===== config.mk =====
export PLATFORM = sky130hd
export DESIGN_NAME = triaram_reader
export DESIGN_NICKNAME = d
export VERILOG_FILES = /design/src/rtl/triaram_reader.sv
export SDC_FILE = /design/constraint.sdc
export NUM_CORES = 1
export LEC_CHECK = 0
export ABC_AREA = 1
export BUFFER_PORTS_ARGS = -buffer_cell sky130_fd_sc_hd__buf_2
export CORE_ASPECT_RATIO = 0.9
export CORE_MARGIN = 3
export CORE_UTILIZATION = 54
export CTS_CLUSTER_SIZE = 16
export DETAILED_ROUTE_END_ITERATION = 8
export PLACE_DENSITY = 0.87
export SLEW_MARGIN = 25
export SYNTH_ARGS = -nofsm -noshare
export SYNTH_HDL_FRONTEND = slang
export SYNTH_SLANG_ARGS = --single-unit
export TNS_END_PERCENT = 20

===== constraint.sdc =====
create_clock -name Clock_i -period 1.96 [get_ports Clock_i]
set_input_delay 0.098 -clock Clock_i [delete_from_list [all_inputs] [get_ports Clock_i]]
set_output_delay 0.098 -clock Clock_i [all_outputs]
set_load 0.01 [all_outputs]

===== src/rtl/triaram_reader.sv =====
// Read-side engine for the waveform RAM: phase accumulator, read issue, and data/valid alignment.
// Optional build macro TRIARAM_RD_MIRROR_EN: half-period table with mirrored second half.
module triaram_reader #(
  parameter int AW     = 10,
  parameter int DW     = 16,
  parameter int PW     = 32,
  parameter int RD_LAT = 2
) (
  input  logic          Clock_i,
  input  logic          Reset_n_i,
  input  logic          Start_i,
  input  logic          Stop_i,
  input  logic [PW-1:0] Tuning_i,
  output logic [AW-1:0] RamAddr_o,
  output logic          RamEn_o,
  input  logic [DW-1:0] RamData_i,
  output logic [DW-1:0] Dout_o,
  output logic          DoutValid_o,
  output logic          Busy_o,
  output logic          Wrap_o
);

  localparam int CW = $clog2(RD_LAT + 1);

  typedef enum logic [1:0] {
    IDLE  = 2'd0,
    RUN   = 2'd1,
    DRAIN = 2'd2
  } state_t;

  state_t          state_q, state_d;
  logic [PW-1:0]   phase_q, phase_d;
  logic [AW-1:0]   ramAddr_q, ramAddr_d;
  logic            ramEn_q, ramEn_d;
  logic            wrap_q, wrap_d;
  logic            busy_q;
  logic [CW-1:0]   cnt_q, cnt_d;
  logic [RD_LAT-1:0] enPipe_q;
  logic [DW-1:0]   dout_q;
  logic            doutValid_q;

  logic [PW:0]     sum;
  logic [AW-1:0]   tableAddr;

  assign sum = {1'b0, phase_q} + {1'b0, Tuning_i};

`ifdef TRIARAM_RD_MIRROR_EN
  // Second half of the period walks the half-table backwards.
  assign tableAddr = phase_q[PW-1] ? ~phase_q[PW-2:PW-AW-1] : phase_q[PW-2:PW-AW-1];
`else
  assign tableAddr = phase_q[PW-1:PW-AW];
`endif

  always_ff @(posedge Clock_i or negedge Reset_n_i) begin
    if (!Reset_n_i) begin
      state_q   <= IDLE;
      phase_q   <= '0;
      ramAddr_q <= '0;
      ramEn_q   <= 1'b0;
      wrap_q    <= 1'b0;
      busy_q    <= 1'b0;
      cnt_q     <= '0;
    end else begin
      state_q   <= state_d;
      phase_q   <= phase_d;
      ramAddr_q <= ramAddr_d;
      ramEn_q   <= ramEn_d;
      wrap_q    <= wrap_d;
      busy_q    <= (state_d != IDLE);
      cnt_q     <= cnt_d;
    end
  end

  // Stop takes priority over Start in every state; Start while running restarts phase without a gap.
  always_comb begin
    state_d   = state_q;
    phase_d   = phase_q;
    ramAddr_d = ramAddr_q;
    ramEn_d   = 1'b0;
    wrap_d    = 1'b0;
    cnt_d     = cnt_q;
    case (state_q)
      IDLE: begin
        if (Start_i && !Stop_i) begin
          state_d = RUN;
          phase_d = '0;
        end
      end
      RUN: begin
        if (Stop_i) begin
          state_d = DRAIN;
          cnt_d   = CW'(RD_LAT);
        end else begin
          ramEn_d   = 1'b1;
          ramAddr_d = tableAddr;
          if (Start_i) begin
            phase_d = '0;
          end else begin
            phase_d = sum[PW-1:0];
            wrap_d  = sum[PW];
          end
        end
      end
      DRAIN: begin
        if (cnt_q <= CW'(1)) begin
          state_d = IDLE;
          cnt_d   = '0;
        end else begin
          cnt_d = cnt_q - CW'(1);
        end
      end
      default: state_d = IDLE;
    endcase
  end

  // Read enables travel alongside the RAM latency so each returned word is tagged valid.
  always_ff @(posedge Clock_i or negedge Reset_n_i) begin
    if (!Reset_n_i) begin
      enPipe_q    <= '0;
      dout_q      <= '0;
      doutValid_q <= 1'b0;
    end else begin
      enPipe_q[0] <= ramEn_q;
      for (int i = 1; i < RD_LAT; i++) begin
        enPipe_q[i] <= enPipe_q[i-1];
      end
      doutValid_q <= enPipe_q[RD_LAT-1];
      if (enPipe_q[RD_LAT-1]) begin
        dout_q <= RamData_i;
      end
    end
  end

  assign RamAddr_o   = ramAddr_q;
  assign RamEn_o     = ramEn_q;
  assign Dout_o      = dout_q;
  assign DoutValid_o = doutValid_q;
  assign Busy_o      = busy_q;
  assign Wrap_o      = wrap_q;

endmodule


==> flow_summary.toml <==
[critical_path]
critPathKind = "flip-flop to flip-flop"
worst_path_max_delay_cell = "dfrtp_1"
cp_slowest_stage_delay_ns = 0.39
r2r_start = "phase_q[9]"
r2r-end = "phase_q[29]"
crit_chain = "ha_2, nand2_2, nor2_4, and2_1, nand2_1, nand2_2, nand2_1, nand2_1, nand2_1, nand3_1, nand2_1"
cp-end-kind = "flip-flop"
path_common_cell = "nand2_1"
r2r_cells = 11
critPathTopFamily = "simple AND/OR/NAND/NOR gates"
critPathArrivalTime_ns = 2.15
cp-startpoint = "phase_q[9]"
crit_path_end = "phase_q[29]"
critPathRequiredTime_ns = 2.22
cp_max_fo = 5
cp_num_buf_inv = 0
cp-start-kind = "flip-flop"
path_depth = 11
r2r_slack_ns = 0.07

[clock_tree]
cts_root_buffer = "clkbuf_8"
clock_latency_ns = 0.35
clock_sinks = 68
cts_max_path_buffers = 2
cts_tree = "yes"
cts_made_buffers = 9
htreeDepth = 3
clkTransAtPathRegs_ns = 0.10

[floorplanning]
fp-row-count = 32
ios = 82
fp.dieH_microns = 96.1
die_area_sq_mm = 0.0102
initial_core_util_pct = 56.1
core_sq_mm = 0.00869
die_x_microns = 106

[min_path]
hp-start = "Stop_i"
hp-class = "primary input to flip-flop"

[cells_and_area]
area_growth_syn_to_layout_pct = 24.3
nets = 936
fin_util_pct = 69.7
instances_no_fill = 975
drive_gt1_share_pct = 20.2
fillers = 717
insertedDiodeCount = 0

[sta]
finalCritPeriodShare_pct = 96.6
finClkSkew_ns = 0.0121
max_slew.worst_pin.slew_ns = 0.669
setup_viol = 0
fin_crit_ns = 1.89
slew_violations = 0
finalSetupTns_ns = 0
max_slew_margin_pct = 55.4
fmax_mhz = 528
finalHoldViolations = 0
setup_ws_ns = 0.0676
rsz0062_at_grt = "yes"

[route]
routedWlPerCell_microns = 13.9
first_pass_iters = 5
wl_microns = 13600
ant_nets = 0
via_per_inst = 5.17
first_iter_violations = 457
vias = 5038
drc = 0

[placement]
dp_worst_setup_slack_ns = 0.00124
io_buffers = 81
dp_cells = 941
hpwl_microns = 9430
gp_congestion = 1.01

[synthesis]
ys_ff_latch = 68
synth_top_area_share_pct = 34.9
yosysWarnings = 0
synth_area_leader_cell = "dfrtp_1"
synth_edf_count = 0
synth_cell_types = 35
async_reset_ff_share_pct = 100
syn-num-nets = 820
syn-cell-area_sq_mm = 0.00487
synth.area.top_cells = "dfrtp_1 35%, nand2_1 24%, inv_1 9.2%, ha_1 8.2%, nand3_1 4.2%"
seq_area_frac_synth_pct = 34.9
synthCells = 735
synthesis.area_per_instance_sq_um = 6.63
synth_ff_type = "dfrtp_1"

[global_route]
grt_pass1_vias = 4479
antenna_found_initial = 1
overflow = 0
grt_pass1_wl_microns = 21500
grt_util_all_layers_pct = 26.7
grt_max_degree = 69

[power]
power_leakage_nw = 3.61
power_density_mw_per_mm2 = 1140
irDropWorstVdd_mv = 0.504
finalPower_mw = 6.88

[status]
status = "finished clean"

[job]
drv_cap = 0
through the flow:
step | instance area [sq um] | hold slack [ns]
2_1_floorplan | 4870 | -0.198
3_3_place_gp | 5520 | 0.147
6_report | 6060 | 0.132
5_1_grt | 6060 | 0.123
3_5_place_dp | 5520 | 0.147
4_1_cts | 5900 | 0.103
cell families after synthesis:
family | after synthesis | synth area share (%)
AO/OA/AOI/OAI | 61 | 6.83
XOR/XNOR | 1 | 0.180
adder cells (fa/ha/maj) | 33 | 8.63
buffers and inverters | 132 | 10.6
flip-flops | 68 | 34.9
multiplexers | 16 | 3.70
AND/OR/NAND/NOR | 424 | 35.2
cells in the final DEF, fill, tap and decap left out, types with 5 or more instances in the layout:
cell type / Yosys / final
o21ai_0: 10 / 10
buf_4: 1 / 15
nor2_2: 4 / 6
a21oi_1: 33 / 30
nor2_1: 47 / 44
clkbuf_8: 0 / 9
ha_4: 0 / 6
mux2_2: 16 / 16
ha_1: 32 / 23
inv_1: 120 / 119
nand2_2: 4 / 9
dlygate4sd3_1: 0 / 17
nand3_1: 41 / 36
buf_2: 1 / 81
nand3_2: 1 / 5
dfrtp_1: 68 / 68
o21ai_1: 9 / 8
nand2_1: 312 / 307
worst reg2reg max path: stages (launching register included):
cell     delay, ns
dfrtp_1       0.39
ha_2          0.39
nand2_2       0.12
nor2_4        0.17
and2_1        0.14
nand2_1       0.07
nand2_2       0.14
nand2_1       0.13
nand2_1       0.09
nand2_1       0.05
nand3_1       0.06
nand2_1       0.05
timing repair:
action / CTS / global route
hold buffers: 17 / 0
hold endpoints to repair: 84 / 0
buffers inserted: 0 / 1
setup endpoints to repair: 5 / 22
pin swaps: 0 / 1
resized for setup: 3 / 28
cell type report:
| type | count | area [sq um] | area share [%] |
|---|---|---|---|
| inverters | 122 | 458 | 7.56 |
| flip-flops and latches | 68 | 1700 | 28.1 |
| well taps | 119 | 149 | 2.46 |
| repair buffers | 115 | 728 | 12.0 |
| multi-input cells | 535 | 2810 | 46.4 |
| clock inverters | 7 | 82.6 | 1.36 |
| clock buffers | 9 | 124 | 2.05 |
sequential cells by signal, summed over array words and instances, names as in the netlist:
| name | flops |
|---|---|
| phase_q | 32 |
| Dout_o | 16 |
| RamAddr_o | 10 |
| cnt_q | 2 |
| enPipe_q | 2 |
| state_q | 2 |
| Busy_o | 1 |
| DoutValid_o | 1 |
| RamEn_o | 1 |
| Wrap_o | 1 |
synth_stat cells (3+ instances only):
| master | number |
|---|---|
| nand2_1 | 312 |
| inv_1 | 120 |
| dfrtp_1 | 68 |
| nor2_1 | 47 |
| nand3_1 | 41 |
| a21oi_1 | 33 |
| ha_1 | 32 |
| mux2_2 | 16 |
| o21ai_0 | 10 |
| o21ai_1 | 9 |
| clkbuf_1 | 6 |
| nand2_2 | 4 |
| nor2_2 | 4 |
| nand4_1 | 3 |
| nor3_1 | 3 |
| o21bai_1 | 3 |
routing by layer:
| layer | share of wire, % | track usage, % | vias up |
|---|---|---|---|
| li1 | - | - | 2506 |
| met1 | 43 | 35.5 | 2281 |
| met2 | 46 | 44.6 | 221 |
| met3 | 8.9 | 5.70 | 28 |
| met4 | 1.9 | 7.23 | 2 |
| met5 | 0.096 | 0 | - |
where the power goes:
group / total [mW] / switching (mW) / internal (mW)
combinational: 3.35 / 2.01 / 1.34
clock: 1.29 / 0.677 / 0.611
sequential: 2.24 / 0.346 / 1.89
total: 6.88 / 3.04 / 3.85
worst min-delay path by stage:
| stage | to | slack, ns | depth (start not counted) |
|---|---|---|---|
| 2_1_floorplan | Busy_o | -0.20 | 0 |
| 3_3_place_gp | phase_q[2] | 0.15 | 2 |
| 3_5_place_dp | phase_q[2] | 0.15 | 2 |
| 4_1_cts | RamEn_o | 0.10 | 3 |
| 5_1_grt | RamEn_o | 0.12 | 3 |
| 6_report | RamEn_o | 0.13 | 3 |
Power figures use the tool's default switching activity.
